`src/rtl/spi_dac_sequencer_if.sv`:
```
// Request handshake plus the SPI-master connection used by spi_dac_sequencer.
// The "slave" modport is the sequencer side. The "master" modport is the requester/Spi side.
interface spi_dac_sequencer_if;
   logic        req_valid;
   logic        req_ready;
   logic [3:0]  req_chan;
   logic [11:0] req_value;
   logic [31:0] spi_word;
   logic        spi_trig;
   logic        spi_done;
   logic [31:0] spi_rdata;

   modport slave (
      input  req_valid, req_chan, req_value, spi_done, spi_rdata,
      output req_ready, spi_word, spi_trig
   );

   modport master (
      output req_valid, req_chan, req_value, spi_done, spi_rdata,
      input  req_ready, spi_word, spi_trig
   );
endinterface

```
`src/rtl/spi_dac_sequencer.sv`:
```
// LTC2624 command sequencer: buffers channel/value writes, formats 32-bit DAC words,
// fires one Spi transfer per word and enforces a CS-high gap after each spi_done.
module spi_dac_sequencer #(
   parameter int         DEPTH = 4,
   parameter int         GAP   = 2,
   parameter logic [3:0] CMD   = 4'b0011
) (
   input  logic                     CLK50MHZ,
   input  logic                     RST,
   spi_dac_sequencer_if.slave       bus,
   output logic [31:0]              echo,
   output logic                     echo_valid,
   output logic [$clog2(DEPTH):0]   count,
   output logic                     busy
);
   localparam int AW = $clog2(DEPTH);
   localparam int CW = AW + 1;
   localparam int GW = (GAP > 1) ? $clog2(GAP) : 1;

   typedef enum logic [1:0] {ST_IDLE, ST_LOAD, ST_WAIT, ST_GAP} state_e;

   state_e          state_q, state_d;
   logic [AW-1:0]   rd_ptr_q, wr_ptr_q;
   logic [CW-1:0]   count_q, count_d;
   logic [31:0]     word_q, word_d;
   logic [31:0]     echo_q, echo_d;
   logic            ev_q, ev_d;
   logic [GW-1:0]   gap_q, gap_d;
   logic [31:0]     fifo_q [DEPTH];
   logic            push, pop;

   assign bus.req_ready = (count_q != CW'(DEPTH));
   assign push          = bus.req_valid && bus.req_ready;

   // Words are stored pre-formatted so the pop path is a plain read.
   always_ff @(posedge CLK50MHZ) begin
      if (push) fifo_q[wr_ptr_q] <= {8'h00, CMD, bus.req_chan, bus.req_value, 4'h0};
   end

   always_comb begin
      state_d = state_q;
      word_d  = word_q;
      echo_d  = echo_q;
      ev_d    = 1'b0;
      gap_d   = gap_q;
      pop     = 1'b0;
      case (state_q)
         ST_IDLE: begin
            if (count_q != '0) begin
               word_d  = fifo_q[rd_ptr_q];
               pop     = 1'b1;
               state_d = ST_LOAD;
            end
         end
         ST_LOAD: state_d = ST_WAIT;
         ST_WAIT: begin
            if (bus.spi_done) begin
               echo_d  = bus.spi_rdata;
               ev_d    = 1'b1;
               gap_d   = GW'(GAP - 1);
               state_d = ST_GAP;
            end
         end
         ST_GAP: begin
            if (gap_q == '0) state_d = ST_IDLE;
            else             gap_d   = gap_q - GW'(1);
         end
         default: state_d = ST_IDLE;
      endcase
   end

   always_comb begin
      count_d = count_q;
      case ({push, pop})
         2'b10:   count_d = count_q + CW'(1);
         2'b01:   count_d = count_q - CW'(1);
         default: count_d = count_q;
      endcase
   end

   always_ff @(posedge CLK50MHZ) begin
      if (RST) begin
         state_q  <= ST_IDLE;
         rd_ptr_q <= '0;
         wr_ptr_q <= '0;
         count_q  <= '0;
         word_q   <= '0;
         echo_q   <= '0;
         ev_q     <= 1'b0;
         gap_q    <= '0;
      end else begin
         state_q  <= state_d;
         count_q  <= count_d;
         word_q   <= word_d;
         echo_q   <= echo_d;
         ev_q     <= ev_d;
         gap_q    <= gap_d;
         if (push) wr_ptr_q <= wr_ptr_q + AW'(1);
         if (pop)  rd_ptr_q <= rd_ptr_q + AW'(1);
      end
   end

   assign bus.spi_trig = (state_q == ST_LOAD);
   assign bus.spi_word = word_q;
   assign echo         = echo_q;
   assign echo_valid   = ev_q;
   assign count        = count_q;
   assign busy         = (state_q != ST_IDLE) || (count_q != '0);
endmodule
```
`src/flat_wrapper.sv`:
```
// flat-port wrapper written by rule: the top's interface ports become plain ports
module spi_dac_sequencer_flat 
#(
   parameter int         DEPTH = 4,
   parameter int         GAP   = 2,
   parameter logic [3:0] CMD   = 4'b0011
)
  (CLK50MHZ, RST, echo, echo_valid, count, busy, bus_req_valid, bus_req_chan, bus_req_value, bus_spi_done, bus_spi_rdata, bus_req_ready, bus_spi_word, bus_spi_trig);
  spi_dac_sequencer_if bus_i ();
  input  logic CLK50MHZ;
  input  logic RST;
  output logic [31:0] echo;
  output logic echo_valid;
  output logic [$clog2(DEPTH):0] count;
  output logic busy;
  input wire logic [$bits(bus_i.req_valid)-1:0] bus_req_valid;
  input wire logic [$bits(bus_i.req_chan)-1:0] bus_req_chan;
  input wire logic [$bits(bus_i.req_value)-1:0] bus_req_value;
  input wire logic [$bits(bus_i.spi_done)-1:0] bus_spi_done;
  input wire logic [$bits(bus_i.spi_rdata)-1:0] bus_spi_rdata;
  output wire logic [$bits(bus_i.req_ready)-1:0] bus_req_ready;
  output wire logic [$bits(bus_i.spi_word)-1:0] bus_spi_word;
  output wire logic [$bits(bus_i.spi_trig)-1:0] bus_spi_trig;
  assign bus_i.req_valid = bus_req_valid;
  assign bus_i.req_chan = bus_req_chan;
  assign bus_i.req_value = bus_req_value;
  assign bus_i.spi_done = bus_spi_done;
  assign bus_i.spi_rdata = bus_spi_rdata;
  assign bus_req_ready = bus_i.req_ready;
  assign bus_spi_word = bus_i.spi_word;
  assign bus_spi_trig = bus_i.spi_trig;
  spi_dac_sequencer #(.DEPTH(DEPTH), .GAP(GAP), .CMD(CMD)) u_core (.CLK50MHZ(CLK50MHZ), .RST(RST), .bus(bus_i), .echo(echo), .echo_valid(echo_valid), .count(count), .busy(busy));
endmodule
```
`config.mk`:
```
export PLATFORM = sky130hd
export DESIGN_NAME = spi_dac_sequencer_flat
export DESIGN_NICKNAME = d
export VERILOG_FILES = /design/src/rtl/spi_dac_sequencer_if.sv /design/src/rtl/spi_dac_sequencer.sv /design/src/flat_wrapper.sv
export SDC_FILE = /design/constraint.sdc
export NUM_CORES = 1
export LEC_CHECK = 0
export CORE_MARGIN = 1
export CORE_UTILIZATION = 40
export CTS_CLUSTER_DIAMETER = 40
export DETAILED_ROUTE_END_ITERATION = 6
export PLACE_DENSITY = 0.7
export SETUP_SLACK_MARGIN = 0.1
export SYNTH_ARGS = -nofsm -noshare
export SYNTH_HDL_FRONTEND = slang
export SYNTH_SLANG_ARGS = --single-unit
```
`constraint.sdc`:
```
create_clock -name CLK50MHZ -period 2.2 [get_ports CLK50MHZ]
set_input_delay 0.44 -clock CLK50MHZ [delete_from_list [all_inputs] [get_ports CLK50MHZ]]
set_output_delay 0.44 -clock CLK50MHZ [all_outputs]
set_load 0.03 [all_outputs]
```
==> impl_metrics.env, run 1 <==
export IMPL_clkTransAtPathRegs_ps=60
export IMPL_antenna_found_initial=0
export IMPL_status="finished, final reports clean"
export IMPL_max_stage_delay_ps=410
export IMPL_fin_nets=533
export IMPL_hold_depth=2
export IMPL_cts_sinks=124
export IMPL_avgSynthCellArea_um2=13.32
export IMPL_grt_start_max_net_pins=34
export IMPL_slew_violations=0
export IMPL_fin_crit_sh=0.9205
export IMPL_io_pins=123
export IMPL_crit_chain="or3b_4 > nand2_4 > ha_4 > inv_1 > fa_2 > xor2_1 > or3_1 > a21oi_1"
export IMPL_grt_overflow=0
export IMPL_tritoncts="yes"
export IMPL_drive_gt1_frac=0.1470
export IMPL_ys_top_cells_by_count="68 x nand2_1, 64 x edfxtp_1, 60 x dfxtp_1"
export IMPL_setup_violations=0
export IMPL_clock_latency_ps=400
export IMPL_drv_cap=0
export IMPL_synth_edf_count=64
export IMPL_postSynthCellCount=355
export IMPL_num_vias=3031
export IMPL_postLayoutCellArea_um2=6507
export IMPL_finalWirelength_um=9524
export IMPL_leakage_nw=2.279
export IMPL_numPortBuffers=108
export IMPL_cts_setup_buffers=0
export IMPL_cts_path_max_buffers=2
export IMPL_yosys_area_top_type="edfxtp_1"
export IMPL_timing_rr_end="u_core.count[2]"
export IMPL_ys_warn_count=0
export IMPL_p_per_area_nw_per_um2=1208
export IMPL_ys_async_sr_fraction=0
export IMPL_worstHoldStart="u_core.echo[3]"
export IMPL_rrSetupSlack_ps=170
export IMPL_ys_seq_area_frac=0.6605
export IMPL_hold_viol=0
export IMPL_dr_pass1_iters=4
export IMPL_diodes=0
export IMPL_wl_per_cell_um=15.21
export IMPL_syn_area_um2=4728
export IMPL_fmax_mhz=493.8
export IMPL_grt_usage=0.1631
export IMPL_cts_buffers=17
export IMPL_grt_pass1_wl_um=15290
export IMPL_endpoint_kind="flip-flop"
export IMPL_grt_pass1_vias=3024
export IMPL_yosysMostFrequentCell="nand2_1"
export IMPL_synth_seq_cells=124
export IMPL_critPathMaxFanout=7
export IMPL_placed_area_um2=5974
export IMPL_min_to="u_core.echo[3]"
export IMPL_vdd_drop_max_mv=1.084
export IMPL_layout_min_cycle_time_ps=2025
export IMPL_reg2reg_depth=8
export IMPL_cp_data_arrival_time_ps=2350
export IMPL_rows=39
export IMPL_ys_flop_type="edfxtp_1"
export IMPL_core_area_um2=11470
export IMPL_setup_tns_ps=0
export IMPL_dieArea_um2=12260
export IMPL_worstReg2RegStart="u_core.count[2]"
export IMPL_tightest_slew_ps=547.1
export IMPL_crit_slowest_cell="or3b_4"
export IMPL_start_util=0.4123
export IMPL_yosysUniqueCellTypes=35
export IMPL_routed_via_density=4.842
export IMPL_place_gp_congestion=0.7332
export IMPL_worstHoldPathType="reg -> reg"
export IMPL_syn2layout_area_growth_pct=37.63
export IMPL_dpl_hpwl_um=6179
export IMPL_critical_path_startpoint_type="flip-flop"
export IMPL_finClkSkew_ps=7.895
export IMPL_critPathRequiredTime_ps=2520
export IMPL_rsz0062_at_grt="false"
export IMPL_chipHeight_um=110.7
export IMPL_crit_type="reg -> reg"
export IMPL_drc=0
export IMPL_htreeDepth=4
export IMPL_root_buffer="clkbuf_16"
export IMPL_synth_top_area_share=0.4065
export IMPL_maxSlewHeadroom=0.6353
export IMPL_synth_area_leaders="edfxtp_1 41%, dfxtp_1 25%, mux4_2 7.6%"
export IMPL_dieWidth_um=110.7
export IMPL_drtAntennaViolNets=0
export IMPL_dr_first_iter_drc_count=133
-- critical path: cells and delay by family, from the launching register on --
family / cells / cell delay (ps)
and+or+nand+nor: 3 / 800
adders and majority gates: 2 / 460
DFF: 1 / 380
xor gates and xnor gates: 1 / 150
AOI/OAI and AO/OA: 1 / 120
buffers and inverters: 1 / 50
-- layout by cell type, fill, tap and decap left out, types with 3 or more instances in the layout --
cell type	Yosys	layout
a21oi_1	37	37
a22o_1	16	16
and3_1	4	4
buf_12	0	4
buf_4	16	7
clkbuf_16	0	17
clkdlybuf4s50_1	0	104
clkinv_2	0	5
clkinvlp_4	0	3
conb_1	1	14
dfxtp_1	60	57
edfxtp_1	64	64
ha_1	10	8
inv_1	8	7
inv_6	0	3
mux4_2	16	16
nand2_1	68	67
nand2b_1	3	3
nor2_1	8	8
xor2_1	3	3
-- timing repair --
action / CTS / global route
endpoints found under the setup margin: 4 / 2
resized for setup: 7 / 5
hold buffers: 0 / 0
pin swaps: 0 / 0
endpoints found under the hold margin: 0 / 0
-- layer usage --
metal,vias up,share of wire,global-route usage
li1,1465,-,-
met2,116,0.47,0.2596
met1,1440,0.44,0.1951
met3,10,0.081,0.07326
met5,-,0,0
met4,0,0.011,0.05867
-- sequential cells by signal, indices dropped and copies added (netlist names) --
name / cells
u_core.bus.spi_word: 17
u_core.wr_ptr_q: 2
u_core.echo: 32
u_core.gap_q: 1
u_core.echo_valid: 1
u_core.state_q: 2
u_core.fifo_q: 64
u_core.count: 3
u_core.rd_ptr_q: 2
-- final cells by class --
cell class,instances,area (um^2)
fillers,937,4960
flip-flops and latches,124,3132
multi-input cells,200,1440
repair buffers,119,1202
clock buffers,17,425.4
well taps,143,178.9
clock inverters,15,98.84
inverters,8,30.03
-- kinds of logic (layout without fill, tap and decap cells) --
| group | Yosys count | in the layout | synth area share |
|---|---|---|---|
| other | 1 | 14 | 0.0007931 |
| AND/OR/NAND/NOR | 92 | 92 | 0.08388 |
| adder cells (fa/ha/maj) | 11 | 11 | 0.03070 |
| XOR/XNOR | 4 | 4 | 0.007411 |
| AO/OA/AOI/OAI | 61 | 61 | 0.08309 |
| flip-flops | 124 | 124 | 0.6605 |
| multiplexers | 18 | 18 | 0.08045 |
| buffers and inverters | 44 | 159 | 0.05319 |
-- worst max-delay path by stage --
stage                                 start               to  slack, ps
after detailed placement      bus_req_valid  u_core.count[2]         20
after CTS                   u_core.count[0]    bus_req_ready         60
final                       u_core.count[2]  u_core.count[2]        170
after global placement        bus_req_valid  u_core.count[2]         40
after floorplan             u_core.count[2]  u_core.count[2]         80
after global routing      u_core.state_q[1]  u_core.count[2]        110
-- report_power, final --
part	total, W	switching, W	internal, W	leakage [nW]
registers	0.00300	0.000197	0.00280	1.08
logic	0.00241	0.00132	0.00109	0.947
clock network	0.00245	0.00102	0.00143	0.254
total	0.00786	0.00254	0.00532	2.28
-- through the flow --
stage / util / setup slack (ps) / power [W] / hold WS (ps) / std cells
after floorplan: - / 81.06 / 0.004635 / 449.7 / 368
after global placement: 0.5210 / 42.38 / 0.005415 / 441.6 / 594
after detailed placement: 0.5210 / 15.25 / 0.005478 / 447.6 / 594
after CTS: 0.5669 / 63.93 / 0.007938 / 456.4 / 626
after global routing: 0.5675 / 114.2 / 0.008231 / 477.2 / 626
final: 0.5675 / 174.9 / 0.007858 / 453.8 / 626
No activity file was read; power rests on OpenSTA's default activity.
==> run 2, diff against run 1 <==
Settings changed: MAX_ROUTING_LAYER set to met4, PLACE_DENSITY 0.7 to 0.68.
Clock period 2.2 ns to 2.03 ns, I/O delays scaled along.
==> run 2 against run 1 <==
Compared with the run above:
- largest cell class unchanged
- utilization grew 1.3 points
- total power grew 15%
- the flow now finishes with violations (setup timing)
- wire length grew 3.2%
- worst hold slack lost 29 ps
- critical path type unchanged
- sequential power grew 7.0%
- die area is the same
- first-iteration DRC count shrank 34%
- sequential share of layout area shrank 1.0 points
==> impl_metrics.env, run 2 (synthesis results as in run 1) <==
export IMPL_cts_setup_buffers=0
export IMPL_p_per_area_nw_per_um2=1358
export IMPL_final_common_cell="clkdlybuf4s50_1"
export IMPL_finalWirelength_um=9833
export IMPL_clkTransAtPathRegs_ps=50
export IMPL_io_pins=123
export IMPL_critPathRequiredTime_ps=2350
export IMPL_violations="setup timing"
export IMPL_fin_crit_sh=1.000
export IMPL_worstHoldPathType="in -> reg"
export IMPL_drv_cap=0
export IMPL_start_util=0.4123
export IMPL_clock_latency_ps=410
export IMPL_routed_via_density=4.922
export IMPL_slew_violations=0
export IMPL_hold_buffers=0
export IMPL_hold_viol=0
export IMPL_post_route_util=0.5801
export IMPL_ctsResizeCount=15
export IMPL_fmax_mhz=492.4
export IMPL_dpl_hpwl_um=6387
export IMPL_grt_start_max_net_pins=34
export IMPL_swShare=0.3047
export IMPL_dr_first_iter_drc_count=88
export IMPL_dieArea_um2=12260
export IMPL_tritoncts="yes"
export IMPL_endpoint_kind="flip-flop"
export IMPL_cp_data_arrival_time_ps=2360
export IMPL_drtAntennaViolNets=0
export IMPL_setup_violations=1
export IMPL_fin_nets=539
export IMPL_top_register="u_core.fifo_q"
export IMPL_status="complete, but fails checks"
export IMPL_cts_sinks=124
export IMPL_chipHeight_um=110.7
export IMPL_cts_buffers=17
export IMPL_root_buffer="clkbuf_16"
export IMPL_grt_overflow=0
export IMPL_critical_path_startpoint_type="flip-flop"
export IMPL_num_vias=3111
export IMPL_vdd_drop_max_mv=0.9191
export IMPL_internal_power_w=0.006281
export IMPL_grt_pass1_vias=3113
export IMPL_syn2layout_area_growth_pct=40.70
export IMPL_wl_per_cell_um=15.56
export IMPL_rows=39
export IMPL_antenna_found_initial=0
export IMPL_grt_usage=0.1745
export IMPL_rsz0062_at_grt="true"
export IMPL_numPortBuffers=108
export IMPL_pwr_share_comb=0.306
export IMPL_place_gp_congestion=0.7796
export IMPL_leakage_nw=2.360
export IMPL_place_ws_ps=-137.0
export IMPL_p_seq_frac=0.356
export IMPL_cts_path_max_buffers=2
export IMPL_core_area_um2=11470
export IMPL_fin_ws_ps=-0.9832
export IMPL_largest_reg_flops=64
export IMPL_finClkSkew_ps=8.444
export IMPL_fillers=915
export IMPL_dieWidth_um=110.7
export IMPL_drc=0
export IMPL_dr_pass1_iters=4
export IMPL_htreeDepth=4
export IMPL_p_switching_w=0.002753
export IMPL_crit_type="reg -> reg"
export IMPL_p_clk_frac=0.339
export IMPL_layout_min_cycle_time_ps=2031
export IMPL_drive_gt1_frac=0.1616
export IMPL_critPathMaxFanout=2
export IMPL_setup_tns_ps=-0.9832
export IMPL_layout_common_cells="101 x clkdlybuf4s50_1, 67 x nand2_1, 64 x edfxtp_1"
export IMPL_grt_pass1_wl_um=15790
export IMPL_diodes=0
run 2: cell types whose count changed in the layout (fill, tap and decap cells not counted), moves of 3 or more:
cell and delta:
bufinv_16 +3, clkinv_2 -3, buf_4 +5, clkdlybuf4s50_1 -3, inv_6 -3, clkbuf_1 +3
run 2: worst paths after layout:
path / to / slack, ps / startpoint / depth (start not counted)
min: u_core.rd_ptr_q[0] / 430 / RST / 2
min reg2reg: u_core.echo[3] / 450 / u_core.echo[3] / 2
max: u_core.count[2] / -1 / u_core.count[0] / 8
max reg2reg: u_core.count[2] / -1 / u_core.count[0] / 8
run 2: metrics by stage:
stage,hold slack [ps],cell area (um^2),total power (W),cells
after detailed placement,448.5,6045,0.006047,600
after global routing,422.6,6653,0.009424,632
after CTS,414.3,6650,0.009132,632
after floorplan,449.7,4815,0.005027,368
after global placement,441.7,6045,0.005974,600
final,425.2,6653,0.009034,632
run 2: final cells by class:
type / instances / area [um^2] / area share
Sequential cell: 124 / 3132 / 0.4708
Multi-Input combinational cell: 200 / 1445 / 0.2172
Timing Repair Buffer: 125 / 1262 / 0.1898
Clock buffer: 22 / 464.2 / 0.06978
Tap cell: 143 / 178.9 / 0.02689
Clock inverter: 10 / 140.1 / 0.02106
Inverter: 8 / 30.03 / 0.004514
run 2: power by group through the flow:
stage | combinational (W) | clock (W) | sequential (W)
after floorplan | 0.00130 | 0 | 0.00372
after global placement | 0.00273 | 0 | 0.00324
after detailed placement | 0.00278 | 0 | 0.00326
after CTS | 0.00279 | 0.00313 | 0.00322
after global routing | 0.00294 | 0.00323 | 0.00325
final | 0.00276 | 0.00306 | 0.00321
run 2: metal layers:
layer,track usage,share of wire,up-vias
met3,0.06506,0.062,14
met5,-,0,-
met1,0.2038,0.43,1508
li1,-,-,1476
met2,0.2737,0.50,113
met4,0.06844,0.014,0
run 2: worst max-delay path, cell delays in order, from the launching register on:
cell	delay [ps]
dfxtp_4	340
or3b_4	410
nand2_4	90
ha_4	130
inv_2	30
fa_2	330
xor2_1	160
or3_1	320
a21oi_1	140
==> run 3, diff against run 2 <==
Settings changed: CAP_MARGIN set to 30.
==> results of run 3 <==
Final layout, timing and power as in run 2 (identical DEF).
